## config.mk

```make
export PLATFORM = sky130hd
export DESIGN_NAME = spread_frame_sequencer
export DESIGN_NICKNAME = d
export VERILOG_FILES = /design/src/rtl/spread_frame_sequencer.sv
export SDC_FILE = /design/constraint.sdc
export NUM_CORES = 1
export LEC_CHECK = 0
export ABC_AREA = 1
export CAP_MARGIN = 20
export CORE_MARGIN = 2
export CORE_UTILIZATION = 40
export DETAILED_ROUTE_END_ITERATION = 6
export PLACE_DENSITY = 0.63
export SLEW_MARGIN = 20
export SYNTH_ARGS = -nofsm -noshare
export SYNTH_HDL_FRONTEND = slang
export SYNTH_SLANG_ARGS = --single-unit
export TNS_END_PERCENT = 1
```

## constraint.sdc

```tcl
create_clock -name i_clk -period 2.8 [get_ports i_clk]
set_clock_uncertainty 0.2 [all_clocks]
set_input_delay 0.42 -clock i_clk [delete_from_list [all_inputs] [get_ports i_clk]]
set_output_delay 0.42 -clock i_clk [all_outputs]
set_load 0.01 [all_outputs]
```

## src/rtl/spread_frame_sequencer.sv

```systemverilog
// spread_frame_sequencer: builds a bit-serial frame from a byte stream and feeds the
// spectrum spreader one bit at a time through its valid/ready bit handshake.
// Frame, MSB first: preamble, sync byte, length byte, payload bytes, optional CRC-8.
// Optional feature macro: SPREAD_CRC_EN appends a CRC-8 (poly 0x07, init 0x00) computed
// over the length byte and the payload.
module spread_frame_sequencer #(
    parameter int unsigned PREAMBLE_BITS    = 16,
    parameter logic [31:0] PREAMBLE_PATTERN = 32'h0000AAAA,
    parameter logic [7:0]  SYNC_WORD        = 8'hD5,
    parameter int unsigned LEN_W            = 8
) (
    input  logic             i_clk,
    input  logic             i_reset_n,
    input  logic             i_start,
    input  logic [LEN_W-1:0] i_len,
    output logic             o_busy,
    input  logic [7:0]       i_byte,
    input  logic             i_byte_valid,
    output logic             o_byte_ready,
    output logic             o_bit,
    output logic             o_bit_valid,
    input  logic             i_bit_ready,
    output logic             o_done,
    output logic             o_err
);

    typedef enum logic [2:0] {
        S_IDLE,
        S_PRE,
        S_SYNC,
        S_LEN,
        S_PAY,
        S_CRC
    } state_t;

    // Preamble field left-aligned so its first bit is always bit 31.
    localparam logic [31:0] PRE_ALIGNED = PREAMBLE_PATTERN << (32 - PREAMBLE_BITS);
    localparam logic [4:0]  PRE_LAST    = 5'(PREAMBLE_BITS - 1);

    state_t           state;
    logic [LEN_W-1:0] len_q;
    logic [LEN_W-1:0] fetched;   // payload bytes accepted from the source
    logic [LEN_W-1:0] sent;      // payload bytes loaded into the shift register
    logic [4:0]       bit_cnt;
    logic [7:0]       hold_reg;
    logic             hold_full;
    logic [7:0]       shift_reg;

    logic             bit_xfer;
    logic             byte_xfer;
    logic             src_avail;
    logic [7:0]       src_byte;
    logic             len_end;
    logic             pay_last_bit;
    logic             pay_final;
    logic             need_byte;
    logic             load_now;

    assign bit_xfer     = o_bit_valid & i_bit_ready;
    assign o_byte_ready = ((state == S_SYNC) || (state == S_LEN) || (state == S_PAY))
                          && !hold_full && (fetched < len_q);
    assign byte_xfer    = i_byte_valid & o_byte_ready;

    // A byte can be loaded from the holding register, or straight from the source
    // when it arrives in the very cycle it is needed (underrun recovery).
    assign src_avail    = hold_full | byte_xfer;
    assign src_byte     = hold_full ? hold_reg : i_byte;

    assign len_end      = (state == S_LEN) && bit_xfer && (bit_cnt == 5'd7);
    assign pay_last_bit = (state == S_PAY) && bit_xfer && (bit_cnt == 5'd7);
    assign pay_final    = pay_last_bit && (sent == len_q);
    assign need_byte    = len_end || (pay_last_bit && !pay_final)
                          || ((state == S_PAY) && !o_bit_valid);
    assign load_now     = need_byte && src_avail;

`ifdef SPREAD_CRC_EN
    logic [7:0] crc;
    logic [7:0] crc_upd;

    // MSB-first CRC-8 step for the bit currently on o_bit.
    assign crc_upd = {crc[6:0], 1'b0} ^ ((crc[7] ^ o_bit) ? 8'h07 : 8'h00);
`endif

    // Holding register and fetch counter: fill on an accepted byte unless it is consumed directly.
    always_ff @(posedge i_clk or negedge i_reset_n) begin
        if (!i_reset_n) begin
            hold_reg  <= '0;
            hold_full <= 1'b0;
            fetched   <= '0;
        end else if (state == S_IDLE) begin
            hold_full <= 1'b0;
            fetched   <= '0;
        end else begin
            if (byte_xfer) begin
                fetched <= fetched + LEN_W'(1);
            end
            if (load_now) begin
                hold_full <= 1'b0;
            end else if (byte_xfer) begin
                hold_reg  <= i_byte;
                hold_full <= 1'b1;
            end
        end
    end

    // Frame FSM with registered bit, valid, busy, done and err outputs.
    // NOTE: sequential state uses non-blocking assignments only, so every register
    // sees the pre-edge value of every other register regardless of statement order;
    // the payload-load block after the case statement relies on last-assignment-wins.
    always_ff @(posedge i_clk or negedge i_reset_n) begin
        if (!i_reset_n) begin
            state       <= S_IDLE;
            len_q       <= '0;
            sent        <= '0;
            bit_cnt     <= '0;
            shift_reg   <= '0;
            o_bit       <= 1'b0;
            o_bit_valid <= 1'b0;
            o_busy      <= 1'b0;
            o_done      <= 1'b0;
            o_err       <= 1'b0;
`ifdef SPREAD_CRC_EN
            crc         <= '0;
`endif
        end else begin
            o_done <= 1'b0;
            o_err  <= 1'b0;

            case (state)
                S_IDLE: begin
                    if (i_start) begin
                        if (i_len != '0) begin
                            state       <= S_PRE;
                            len_q       <= i_len;
                            sent        <= '0;
                            bit_cnt     <= '0;
                            o_bit       <= PRE_ALIGNED[31];
                            o_bit_valid <= 1'b1;
                            o_busy      <= 1'b1;
`ifdef SPREAD_CRC_EN
                            crc         <= '0;
`endif
                        end else begin
                            o_err <= 1'b1;
                        end
                    end
                end

                S_PRE: begin
                    if (bit_xfer) begin
                        if (bit_cnt == PRE_LAST) begin
                            state   <= S_SYNC;
                            bit_cnt <= '0;
                            o_bit   <= SYNC_WORD[7];
                        end else begin
                            bit_cnt <= bit_cnt + 5'd1;
                            o_bit   <= PRE_ALIGNED[5'd30 - bit_cnt];
                        end
                    end
                end

                S_SYNC: begin
                    if (bit_xfer) begin
                        if (bit_cnt == 5'd7) begin
                            state   <= S_LEN;
                            bit_cnt <= '0;
                            o_bit   <= len_q[7];
                        end else begin
                            bit_cnt <= bit_cnt + 5'd1;
                            o_bit   <= SYNC_WORD[3'd6 - bit_cnt[2:0]];
                        end
                    end
                end

                S_LEN: begin
                    if (bit_xfer) begin
                        if (bit_cnt == 5'd7) begin
                            state   <= S_PAY;
                            bit_cnt <= '0;
                        end else begin
                            bit_cnt <= bit_cnt + 5'd1;
                            o_bit   <= len_q[3'd6 - bit_cnt[2:0]];
                        end
                    end
                end

                S_PAY: begin
                    if (bit_xfer) begin
                        if (bit_cnt == 5'd7) begin
                            bit_cnt <= '0;
                            if (pay_final) begin
`ifdef SPREAD_CRC_EN
                                state       <= S_CRC;
                                o_bit       <= crc_upd[7];
`else
                                state       <= S_IDLE;
                                o_bit       <= 1'b0;
                                o_bit_valid <= 1'b0;
                                o_busy      <= 1'b0;
                                o_done      <= 1'b1;
`endif
                            end
                        end else begin
                            bit_cnt   <= bit_cnt + 5'd1;
                            shift_reg <= {shift_reg[6:0], 1'b0};
                            o_bit     <= shift_reg[6];
                        end
                    end
                end

`ifdef SPREAD_CRC_EN
                S_CRC: begin
                    if (bit_xfer) begin
                        if (bit_cnt == 5'd7) begin
                            state       <= S_IDLE;
                            bit_cnt     <= '0;
                            o_bit       <= 1'b0;
                            o_bit_valid <= 1'b0;
                            o_busy      <= 1'b0;
                            o_done      <= 1'b1;
                        end else begin
                            bit_cnt <= bit_cnt + 5'd1;
                            o_bit   <= crc[3'd6 - bit_cnt[2:0]];
                        end
                    end
                end
`endif

                default: begin
                    state <= S_IDLE;
                end
            endcase

            // Payload byte boundary: present the next byte's MSB, or idle on underrun.
            if (load_now) begin
                shift_reg   <= src_byte;
                o_bit       <= src_byte[7];
                o_bit_valid <= 1'b1;
                sent        <= sent + LEN_W'(1);
            end else if (need_byte) begin
                o_bit_valid <= 1'b0;
            end

`ifdef SPREAD_CRC_EN
            if (bit_xfer && ((state == S_LEN) || (state == S_PAY))) begin
                crc <= crc_upd;
            end
`endif
        end
    end

endmodule
```

==> flow_metrics.env <==
export IMPL_antenna_cells=0
export IMPL_remaining_drc_errors=0
export IMPL_tightest_slew_ns=0.4087
export IMPL_muxShareOfSynthArea_pct=0
export IMPL_die_area_mm2=0.009098
export IMPL_rows=33
export IMPL_crit_required_ns=2.18
export IMPL_grt_overflow=0
export IMPL_maxCapViolCount=0
export IMPL_area_growth_pct=14.64
export IMPL_grt_usage_pct=18.80
export IMPL_synthesis_area_mm2=0.003341
export IMPL_place_gp_congestion=0.9181
export IMPL_final_core_util_pct=46.85
export IMPL_io_pins=27
export IMPL_antenna_found_initial=0
export IMPL_top_layer="met4"
export IMPL_wl_met2_um=3669
export IMPL_ff2ff_path_depth=11
export IMPL_clock_fmax_ghz=0.4244
export IMPL_final_max_slew_viol_count=0
export IMPL_tns_ns=0
export IMPL_insertion_delay_ns=0.32
export IMPL_fin_crit_sh_pct=84.15
export IMPL_numCtsBuffers=5
export IMPL_critPathArrivalTime_ns=1.74
export IMPL_min_path_type="in2async"
export IMPL_yosysMostFrequentCell="nand2_1"
export IMPL_r2r_slack_ns=0.51
export IMPL_synthTopCellsByCount="nand2_1 (156), inv_1 (62), dfrtp_1 (53), nand3_1 (43), nor2_1 (32)"
export IMPL_drtIter0Drc=172
export IMPL_yosysTopAreaCellShare_pct=39.70
export IMPL_die_w_um=95.39
export IMPL_cts_clk_slew_worst_paths_ns=0.10
export IMPL_core_area_mm2=0.008175
export IMPL_syn_inst=469
export IMPL_clock_sinks=53
export IMPL_wl_met3_um=261
export IMPL_period_minus_slack_ns=2.356
export IMPL_total_power_mw=3.440
export IMPL_synth_area_leader_cell="dfrtp_1"
export IMPL_cts_tree="yes"
export IMPL_synthXorXnorAreaFrac_pct=2.884
export IMPL_pwr_density_cell_mw_per_mm2=898.2
export IMPL_synthArstFlopShare_pct=100.0
export IMPL_start_util_pct=40.86
export IMPL_vias_per_cell=4.957
export IMPL_clock_path_buffers=2
export IMPL_synth_top_family_by_area="simple AND/OR/NAND/NOR gates"
export IMPL_wirelength_um=7743
export IMPL_endpoint_kind="primary output"
export IMPL_whs_ns=0.2011
export IMPL_setup_violations=0
export IMPL_first_pass_iters=4
export IMPL_nets=538
export IMPL_avgSynthCellArea_um2=7.123
export IMPL_hold_viol_final=0
export IMPL_rsz0062_at_grt="no"
export IMPL_io_buffers=26
export IMPL_dpl_hpwl_um=5960
export IMPL_root_buffer="clkbuf_8"
export IMPL_antenna_left=0
export IMPL_synth_seq_cells=53
export IMPL_seq_area_frac_synth_pct=39.70
export IMPL_synth_area_leaders="dfrtp_1 (40%), nand2_1 (18%), inv_1 (7.0%)"
export IMPL_reg2reg_from="bit_cnt[1]$_DFFE_PN0P_"
export IMPL_synthAdderAreaFrac_pct=5.243
export IMPL_yosys_warnings=0
export IMPL_met1_length_um=3746
export IMPL_grt_pass1_vias=2898
export IMPL_htreeDepth=2
export IMPL_die_h_um=95.39
export IMPL_synth_distinct_cells=33
export IMPL_wl_per_cell_um=12.71
export IMPL_yosys_area_share_simple_pct=33.52
export IMPL_vias=3019
export IMPL_syn_num_nets=504
export IMPL_drive_gt1_share_pct=6.746
export IMPL_path_class="reg2out"
export IMPL_synth_compound_area_share_pct=8.914
export IMPL_synth_edf_count=0
export IMPL_cp_max_fo=3
export IMPL_ys_flop_type="dfrtp_1"
export IMPL_vdd_drop_max_v=0.0003462
export IMPL_grt_max_degree=32
export IMPL_r2r_end="hold_reg[6]$_DFFE_PN0P_"
export IMPL_status="completed"
export IMPL_cp_start_kind="flop"
export IMPL_power_leakage_nw=1.965
export IMPL_grt_pass1_wl_um=13450
export IMPL_max_slew_margin_rel_pct=72.76
-- power breakdown --
group	switching (mW)	leakage [nW]	internal [mW]
Combinational	1.14	1.24	0.644
Clock	0.277	0.0445	0.178
Sequential	0.198	0.676	1.00
-- how the worst max path moves through the flow --
stage	startpoint	end	slack (ns)
finish	len_q[5]$_DFFE_PN0P_	o_byte_ready	0.44
global route	bit_cnt[1]$_DFFE_PN0P_	hold_reg[7]$_DFFE_PN0P_	0.27
CTS	len_q[5]$_DFFE_PN0P_	o_byte_ready	0.02
detailed placement	len_q[7]$_DFFE_PN0P_	o_byte_ready	0.39
global placement	len_q[7]$_DFFE_PN0P_	o_byte_ready	0.37
floorplan	len_q[7]$_DFFE_PN0P_	shift_reg[1]$_DFFE_PN0P_	0.89
-- cell usage in the layout, fill, tap and decap left out, types with 2 or more instances in the layout --
cell type	instances
a21oi_1	12
buf_4	9
clkbuf_8	5
clkdlybuf4s50_1	24
clkinv_1	2
dfrtp_1	53
ha_1	14
inv_1	61
inv_2	4
nand2_1	156
nand2_2	3
nand3_1	43
nand3_2	2
nand4_1	13
nor2_1	32
nor2_2	4
nor3_1	2
o211ai_1	2
o21ai_0	17
o21ai_1	15
o31ai_1	4
xnor2_1	5
xor2_1	6
-- critical path, stage by stage, from the launching register on --
cell and delay [ns]:
dfrtp_1 0.39, inv_1 0.10, ha_1 0.32, nand2_1 0.06, nand2_1 0.04, nand3_1 0.06
nand2_1 0.08, nor2_4 0.10, nand2_1 0.07, inv_1 0.05, dlymetal6s2s_1 0.14
-- per-layer routing --
| layer | track usage [%] | vias up |
|---|---|---|
| met5 | 0 | - |
| met4 | 5.714 | 0 |
| met3 | 2.767 | 6 |
| met2 | 31.16 | 56 |
| met1 | 25.51 | 1394 |
| li1 | - | 1563 |
-- per-stage QoR --
| step | worst slack [ns] | cell area (um^2) | instances |
|---|---|---|---|
| final | 0.4438 | 3830 | 609 |
| after global routing | 0.2664 | 3830 | 609 |
| after CTS | 0.01584 | 3812 | 607 |
| after detailed placement | 0.3908 | 3712 | 598 |
| after global placement | 0.3732 | 3712 | 598 |
| after floorplan | 0.8939 | 3341 | 469 |
-- cell type report --
cell class / count / area, um^2
Clock buffer: 5 / 68.82
Tap cell: 105 / 131.4
Clock inverter: 3 / 21.27
Inverter: 68 / 257.7
Sequential cell: 53 / 1326
Timing Repair Buffer: 36 / 335.3
Multi-Input combinational cell: 339 / 1689
Fill cell: 831 / 4345
-- logic make-up after synthesis --
logic type / count (synthesis)
and+or+nand+nor: 260
buffers and inverters: 77
AOI/OAI and AO/OA: 54
DFF: 53
adders and majority gates: 14
xor gates and xnor gates: 11
-- timing repair --
action	CTS	global route
hold endpoints to repair	53	0
buffers inserted	0	2
hold buffers	1	0
resized for setup	0	2
endpoints found under the setup margin	0	1
Note: power is estimated with default switching activity, not from simulation.
